--- src/rtl/extended_gcd_pkg.sv ---
// Shared types and constants for the extended-Euclid engine and its divider.
package extgcd_pkg;

   localparam int DEF_WORD_WIDTH = 32;
   localparam int DIV_LATENCY    = DEF_WORD_WIDTH;

   typedef enum logic [2:0] {
      IDLE      = 3'd0,
      LOAD      = 3'd1,
      DIV_START = 3'd2,
      DIV_WAIT  = 3'd3,
      UPDATE    = 3'd4,
      FINISH    = 3'd5
   } state_e;

endpackage

--- src/rtl/extended_gcd_seq_divider.sv ---
// Restoring unsigned divider: one quotient bit per cycle, WIDTH cycles per division.
// The first bit is produced on the div_start edge, so div_done marks the cycle the results are final.
module seq_divider
   import extgcd_pkg::*;
#(
   parameter int WIDTH = DIV_LATENCY
) (
   input  logic             clk,
   input  logic             rst_n,
   input  logic             div_start,
   input  logic [WIDTH-1:0] dividend,
   input  logic [WIDTH-1:0] divisor,
   output logic             div_done,
   output logic [WIDTH-1:0] quotient,
   output logic [WIDTH-1:0] remainder
);

   localparam int CW = $clog2(WIDTH + 1);

   logic [WIDTH-1:0] rem_q;
   logic [WIDTH-1:0] quo_q;
   logic [WIDTH-1:0] den_q;
   logic [CW-1:0]    cnt_q;
   logic             active_q;
   logic             done_q;

   logic [WIDTH-1:0] rem_in_s;
   logic [WIDTH-1:0] quo_in_s;
   logic [WIDTH-1:0] den_in_s;
   logic [WIDTH:0]   shifted_s;
   logic [WIDTH:0]   diff_s;
   logic             fits_s;
   logic [WIDTH-1:0] rem_d;
   logic [WIDTH-1:0] quo_d;

   // One restoring step: shift in the next dividend bit, subtract if the divisor fits.
   always_comb begin
      if (div_start) begin
         rem_in_s = {WIDTH{1'b0}};
         quo_in_s = dividend;
         den_in_s = divisor;
      end else begin
         rem_in_s = rem_q;
         quo_in_s = quo_q;
         den_in_s = den_q;
      end
      shifted_s = {rem_in_s, quo_in_s[WIDTH-1]};
      diff_s    = shifted_s - {1'b0, den_in_s};
      fits_s    = (shifted_s >= {1'b0, den_in_s});
      if (fits_s) begin
         rem_d = diff_s[WIDTH-1:0];
      end else begin
         rem_d = shifted_s[WIDTH-1:0];
      end
      quo_d = {quo_in_s[WIDTH-2:0], fits_s};
   end

   // Iteration state and completion pulse.
   always_ff @(posedge clk or negedge rst_n) begin
      if (!rst_n) begin
         rem_q    <= {WIDTH{1'b0}};
         quo_q    <= {WIDTH{1'b0}};
         den_q    <= {WIDTH{1'b0}};
         cnt_q    <= {CW{1'b0}};
         active_q <= 1'b0;
         done_q   <= 1'b0;
      end else begin
         done_q <= 1'b0;
         if (div_start) begin
            rem_q    <= rem_d;
            quo_q    <= quo_d;
            den_q    <= divisor;
            cnt_q    <= CW'(1);
            active_q <= 1'b1;
         end else if (active_q) begin
            rem_q <= rem_d;
            quo_q <= quo_d;
            cnt_q <= cnt_q + CW'(1);
            if (cnt_q == CW'(WIDTH - 1)) begin
               active_q <= 1'b0;
               done_q   <= 1'b1;
            end
         end
      end
   end

   assign div_done  = done_q;
   assign quotient  = quo_q;
   assign remainder = rem_q;

endmodule

--- src/rtl/extended_gcd.sv ---
// Iterative extended-Euclid engine producing gcd(a,b) and the Bezout coefficient of a.
// Define EXTGCD_COEFF_T_EN to also produce coeff_j, the Bezout coefficient of b.
module extended_gcd
   import extgcd_pkg::*;
#(
   parameter int WORD_WIDTH = DEF_WORD_WIDTH
) (
   input  logic                         clk,
   input  logic                         rst_n,
   input  logic                         start,
   input  logic        [WORD_WIDTH-1:0] a,
   input  logic        [WORD_WIDTH-1:0] b,
   output logic                         busy,
   output logic                         done,
   output logic signed [WORD_WIDTH-1:0] gcd_result,
   output logic signed [WORD_WIDTH-1:0] coeff_i,
`ifdef EXTGCD_COEFF_T_EN
   output logic signed [WORD_WIDTH-1:0] coeff_j,
`endif
   output logic                         range_err
);

   localparam int W = WORD_WIDTH;

   state_e         state_q;
   logic [W-1:0]   old_r_q;
   logic [W-1:0]   r_q;
   logic [W-1:0]   old_s_q;
   logic [W-1:0]   s_q;
   logic           div_start_q;
   logic           busy_q;
   logic           done_q;
   logic [W-1:0]   gcd_q;
   logic [W-1:0]   coeff_q;
   logic           range_q;

   logic           div_done_s;
   logic [W-1:0]   div_quo_s;
   logic [W-1:0]   div_rem_s;
   logic [W-1:0]   qs_s;
   logic [W-1:0]   s_d;

`ifdef EXTGCD_COEFF_T_EN
   logic [W-1:0]   old_t_q;
   logic [W-1:0]   t_q;
   logic [W-1:0]   coeff_j_q;
   logic [W-1:0]   qt_s;
   logic [W-1:0]   t_d;
`endif

   seq_divider #(
      .WIDTH (W)
   ) u_div (
      .clk       (clk),
      .rst_n     (rst_n),
      .div_start (div_start_q),
      .dividend  (old_r_q),
      .divisor   (r_q),
      .div_done  (div_done_s),
      .quotient  (div_quo_s),
      .remainder (div_rem_s)
   );

   // Truncated products are exact because every Bezout coefficient stays below 2^(W-1) in magnitude.
   assign qs_s = div_quo_s * s_q;
   assign s_d  = old_s_q - qs_s;
`ifdef EXTGCD_COEFF_T_EN
   assign qt_s = div_quo_s * t_q;
   assign t_d  = old_t_q - qt_s;
`endif

   // Control FSM with all outputs registered.
   always_ff @(posedge clk or negedge rst_n) begin
      if (!rst_n) begin
         state_q     <= IDLE;
         old_r_q     <= {W{1'b0}};
         r_q         <= {W{1'b0}};
         old_s_q     <= {W{1'b0}};
         s_q         <= {W{1'b0}};
         div_start_q <= 1'b0;
         busy_q      <= 1'b0;
         done_q      <= 1'b0;
         gcd_q       <= {W{1'b0}};
         coeff_q     <= {W{1'b0}};
         range_q     <= 1'b0;
`ifdef EXTGCD_COEFF_T_EN
         old_t_q     <= {W{1'b0}};
         t_q         <= {W{1'b0}};
         coeff_j_q   <= {W{1'b0}};
`endif
      end else begin
         div_start_q <= 1'b0;
         done_q      <= 1'b0;
         case (state_q)
            IDLE: begin
               if (start) begin
                  if (a[W-1] || b[W-1]) begin
                     gcd_q     <= {W{1'b0}};
                     coeff_q   <= {W{1'b0}};
`ifdef EXTGCD_COEFF_T_EN
                     coeff_j_q <= {W{1'b0}};
`endif
                     range_q   <= 1'b1;
                     done_q    <= 1'b1;
                     state_q   <= FINISH;
                  end else begin
                     old_r_q <= a;
                     r_q     <= b;
                     busy_q  <= 1'b1;
                     state_q <= LOAD;
                  end
               end
            end
            LOAD: begin
               old_s_q <= W'(1);
               s_q     <= {W{1'b0}};
`ifdef EXTGCD_COEFF_T_EN
               old_t_q <= {W{1'b0}};
               t_q     <= W'(1);
`endif
               if (r_q == {W{1'b0}}) begin
                  gcd_q     <= old_r_q;
                  coeff_q   <= W'(1);
`ifdef EXTGCD_COEFF_T_EN
                  coeff_j_q <= {W{1'b0}};
`endif
                  range_q   <= 1'b0;
                  busy_q    <= 1'b0;
                  done_q    <= 1'b1;
                  state_q   <= FINISH;
               end else begin
                  div_start_q <= 1'b1;
                  state_q     <= DIV_START;
               end
            end
            DIV_START: begin
               state_q <= DIV_WAIT;
            end
            DIV_WAIT: begin
               if (div_done_s) begin
                  state_q <= UPDATE;
               end
            end
            UPDATE: begin
               old_r_q <= r_q;
               r_q     <= div_rem_s;
               old_s_q <= s_q;
               s_q     <= s_d;
`ifdef EXTGCD_COEFF_T_EN
               old_t_q <= t_q;
               t_q     <= t_d;
`endif
               // The new old_r/old_s are the current r/s, so they are the result when rem is zero.
               if (div_rem_s == {W{1'b0}}) begin
                  gcd_q     <= r_q;
                  coeff_q   <= s_q;
`ifdef EXTGCD_COEFF_T_EN
                  coeff_j_q <= t_q;
`endif
                  range_q   <= 1'b0;
                  busy_q    <= 1'b0;
                  done_q    <= 1'b1;
                  state_q   <= FINISH;
               end else begin
                  div_start_q <= 1'b1;
                  state_q     <= DIV_START;
               end
            end
            FINISH: begin
               state_q <= IDLE;
            end
            default: begin
               busy_q  <= 1'b0;
               state_q <= IDLE;
            end
         endcase
      end
   end

   assign busy       = busy_q;
   assign done       = done_q;
   assign gcd_result = gcd_q;
   assign coeff_i    = coeff_q;
   assign range_err  = range_q;
`ifdef EXTGCD_COEFF_T_EN
   assign coeff_j    = coeff_j_q;
`endif

endmodule
--- config.mk ---
export PLATFORM = sky130hd
export DESIGN_NAME = extended_gcd
export DESIGN_NICKNAME = d
export VERILOG_FILES = /design/src/rtl/extended_gcd_pkg.sv /design/src/rtl/extended_gcd_seq_divider.sv /design/src/rtl/extended_gcd.sv
export SDC_FILE = /design/constraint.sdc
export NUM_CORES = 2
export LEC_CHECK = 0
export CORE_ASPECT_RATIO = 0.8
export CORE_MARGIN = 2
export CORE_UTILIZATION = 35
export DETAILED_ROUTE_END_ITERATION = 6
export GPL_ROUTABILITY_DRIVEN = 0
export HOLD_SLACK_MARGIN = 0.05
export PLACE_DENSITY = 0.61
export SYNTH_ARGS = -nofsm -noshare
export SYNTH_HDL_FRONTEND = slang
export SYNTH_SLANG_ARGS = --single-unit
--- constraint.sdc ---
create_clock -name clk -period 7.4 [get_ports clk]
set_input_delay 0.74 -clock clk [delete_from_list [all_inputs] [get_ports clk]]
set_output_delay 0.74 -clock clk [all_outputs]
set_load 0.1 [all_outputs]
==> metrics.csv <==
stage;metric;value;unit
global_routing;largest net degree at the start of global routing;142;
clocking;CTS tree;built;
global_routing;first-pass GRT wire length;145000;µm
synth;Mapped Area;31400;µm²
clocking;CTS Buf Count;38;
setup_path;crit end category;flop;
clocking;Worst-Skew Late Latency;590;ps
floorplanning;die area;92200;µm²
floorplanning;DIE HEIGHT;272;µm
sta;Slew Viols, Final;0;
global_routing;initial antenna violation count;5;
layout;synth-to-layout area growth;14.3;%
global_routing;vias in the first global route;24497;
placement;placed cell area;34500;µm²
layout;share of post-route cells with drive strength above 1;0.0657;
sta;Relative slew margins;0.225;
sta;fin worst setup slack;266;ps
synth;synth top area cells;fa_1 (28%), dfrtp_1 (24%), nand2_1 (7.7%);
sta;f_max;0.140;GHz
sta;slew of the pin with the lowest slew margin;1160;ps
synth;ys async rst share;1.00;
detailed_routing;DR iter-0 viols;1769;
layout;Final nets;4224;
synth;Syn Area/Cell;9.13;µm²
clocking;Clock Root Buffer;clkbuf_16;
placement;PortBufs;133;
placement;Place WS;-132;ps
setup_path;worst-path fanout max;9;
synth;commonest cells in the netlist;nand2_1 (644), inv_1 (574), fa_1 (444);
sta;final hold violations;0;
clocking;clk sink count;303;
floorplanning;# rows;98;
synth;register area share after synthesis;0.241;
layout;post-route cell area;35900;µm²
clocking;H-tree Lvls;2;
clocking;CTS Buffer Depth;3;
synth;largest area contributor in the netlist;fa_1;
detailed_routing;Via density;4.94;
sta;Setup Skew;31.6;ps
run_status;status;completed;
synth;Synth top area share;0.283;
setup_path;arrival time worst endpoint;7580;ps
floorplanning;die width;339;µm
min_path;HP Class;input port to async pin;
job;total of max-cap violations;0;
floorplanning;Top Ports;134;
detailed_routing;Avg WL per Cell;19.3;µm
setup_path;CP startpoint kind;flop;
global_routing;GR Util All Layers;0.203;
sta;Tcrit/Tclk final;0.964;
detailed_routing;total wire length;91700;µm
synth;number of synthesized flops with an enable pin;0;
synth;Synth Flop Type;dfrtp_1;
synth;flops & latches, synth;303;
detailed_routing;via count;23556;
synth;Mapped Cells;3441;
setup_path;Worst EP required;7850;ps
detailed_routing;DRC;0;
layout;Fillers;8882;
sta;fin crit period;7130;ps
sta;final setup vio count;0;
floorplanning;initial core utilization;0.353;
floorplanning;core area;89100;µm²
detailed_routing;drt pass-1 iters;5;
synth;number of distinct library cells after synthesis;61;
setup_path;Setup CP Type;flop to flop;
global_routing;grt ovf;0;
synth;Synth warnings;0;
sta;Setup TNS;0;ps
clocking;clock slew at reported path FFs;60;ps
synth;count leader, synth;nand2_1;
placement;post-DP HPWL;70900;µm
detailed_routing;DRT antenna net count;0;
synth;Syn Nets;4131;
## final cells by class
cell class                 instances  area [µm²]  share of cell area
antenna                            1        2.50           0.0000696
clock buffer                      49        1050              0.0293
clock inverter                    20         244             0.00679
inverter                         574        2150              0.0600
multi-input combinational       2367       21000               0.584
sequential                       303        7620               0.212
tap                             1200        1500              0.0418
timing repair buffer             250        2360              0.0656
## sequential cells by signal, summed over array words and instances, names as in the netlist
signal and flops:
u_div.remainder 32, old_r_q 32, u_div.div_done 1, r_q 32
s_q 32, coeff_i 32, u_div.cnt_q 6, busy 1
gcd_result 32, state_q 3, u_div.active_q 1, range_err 1
old_s_q 32, done 1, u_div.den_q 32, div_start_q 1
u_div.quotient 32
## layer usage
metal / up-vias / global-route usage / share of wire
met3: 116 / 0.0459 / 0.081
met2: 788 / 0.318 / 0.45
met5: - / 0 / 0.00014
met1: 11790 / 0.286 / 0.45
met4: 2 / 0.0463 / 0.022
li1: 10860 / - / -
## repair_timing
action | 4_1_cts | 5_1_grt
hold buffers | 0 | 0
setup buffers | 0 | 7
resized for setup | 2 | 31
endpoints found under the setup margin | 2 | 7
gates cloned | 0 | 1
pin swaps | 0 | 0
## logic make-up (layout without fill, tap and decap cells)
| kind of cell | count (synthesis) | after routing | share of synthesized area |
|---|---|---|---|
| flip-flops | 303 | 303 | 0.241 |
| AO/OA/AOI/OAI | 453 | 453 | 0.0871 |
| adder cells (fa/ha/maj) | 623 | 623 | 0.354 |
| AND/OR/NAND/NOR | 1046 | 1046 | 0.151 |
| multiplexers | 131 | 131 | 0.0418 |
| buffers and inverters | 771 | 893 | 0.0928 |
| other | 0 | 1 | 0 |
| XOR/XNOR | 114 | 114 | 0.0318 |
## path summary, 6_finish.rpt
check | from | end | slack (ps) | depth (start not counted)
worst min-delay path | rst_n | old_r_q[2] | 250 | 1
max in group asynchronous | rst_n | s_q[11] | 5610 | 2
worst max-delay path | s_q[4] | s_q[30] | 270 | 23
min in group clk | coeff_i[15] | coeff_i[15] | 480 | 2
worst min register to register | coeff_i[15] | coeff_i[15] | 480 | 2
worst max register to register | s_q[4] | s_q[30] | 270 | 23
## worst max-delay path: stages (launching register included)
cell and delay, ps:
dfrtp_2 400, buf_4 170, buf_4 180, nand2_1 80, fa_1 490, inv_1 50, fa_1 510, fa_1 480
fa_1 550, inv_1 50, fa_1 490, fa_1 510, fa_1 510, inv_1 60, fa_1 480, inv_1 40
ha_1 350, a21o_1 180, a21oi_1 230, o2111ai_2 170, and3_1 170, o31a_1 280, or3_1 310, a32o_1 250
## stage by stage
stage                     hold WS (ps)  cells  utilization
after global placement             461   4686        0.387
after detailed placement           469   4686        0.387
after global routing               336   4763        0.403
final                              253   4764        0.403
after floorplan                    444   3441            -
after CTS                          298   4755        0.401
## placed cells by master (no fill, tap or decap), drive strengths merged, types with 4 or more instances in the layout
| cell | n |
|---|---|
| a2111oi | 4 |
| a211oi | 4 |
| a21o | 25 |
| a21oi | 76 |
| a22o | 14 |
| a22oi | 32 |
| a31oi | 23 |
| and2 | 198 |
| and3 | 7 |
| buf | 117 |
| clkbuf | 50 |
| clkdlybuf4s50 | 132 |
| clkinv | 11 |
| dfrtp | 303 |
| fa | 444 |
| ha | 179 |
| inv | 577 |
| mux2i | 128 |
| nand2 | 644 |
| nand2b | 14 |
| nand3 | 8 |
| nand4 | 13 |
| nor2 | 62 |
| nor2b | 53 |
| nor3 | 19 |
| nor4 | 19 |
| o21a | 8 |
| o21ai | 216 |
| o21bai | 6 |
| o22ai | 10 |
| o31a | 5 |
| xnor2 | 75 |
| xor2 | 39 |
Power is left out: the tool's default activity adds up to more than one toggle a clock period on the data nets, which glitch-free logic cannot reach.
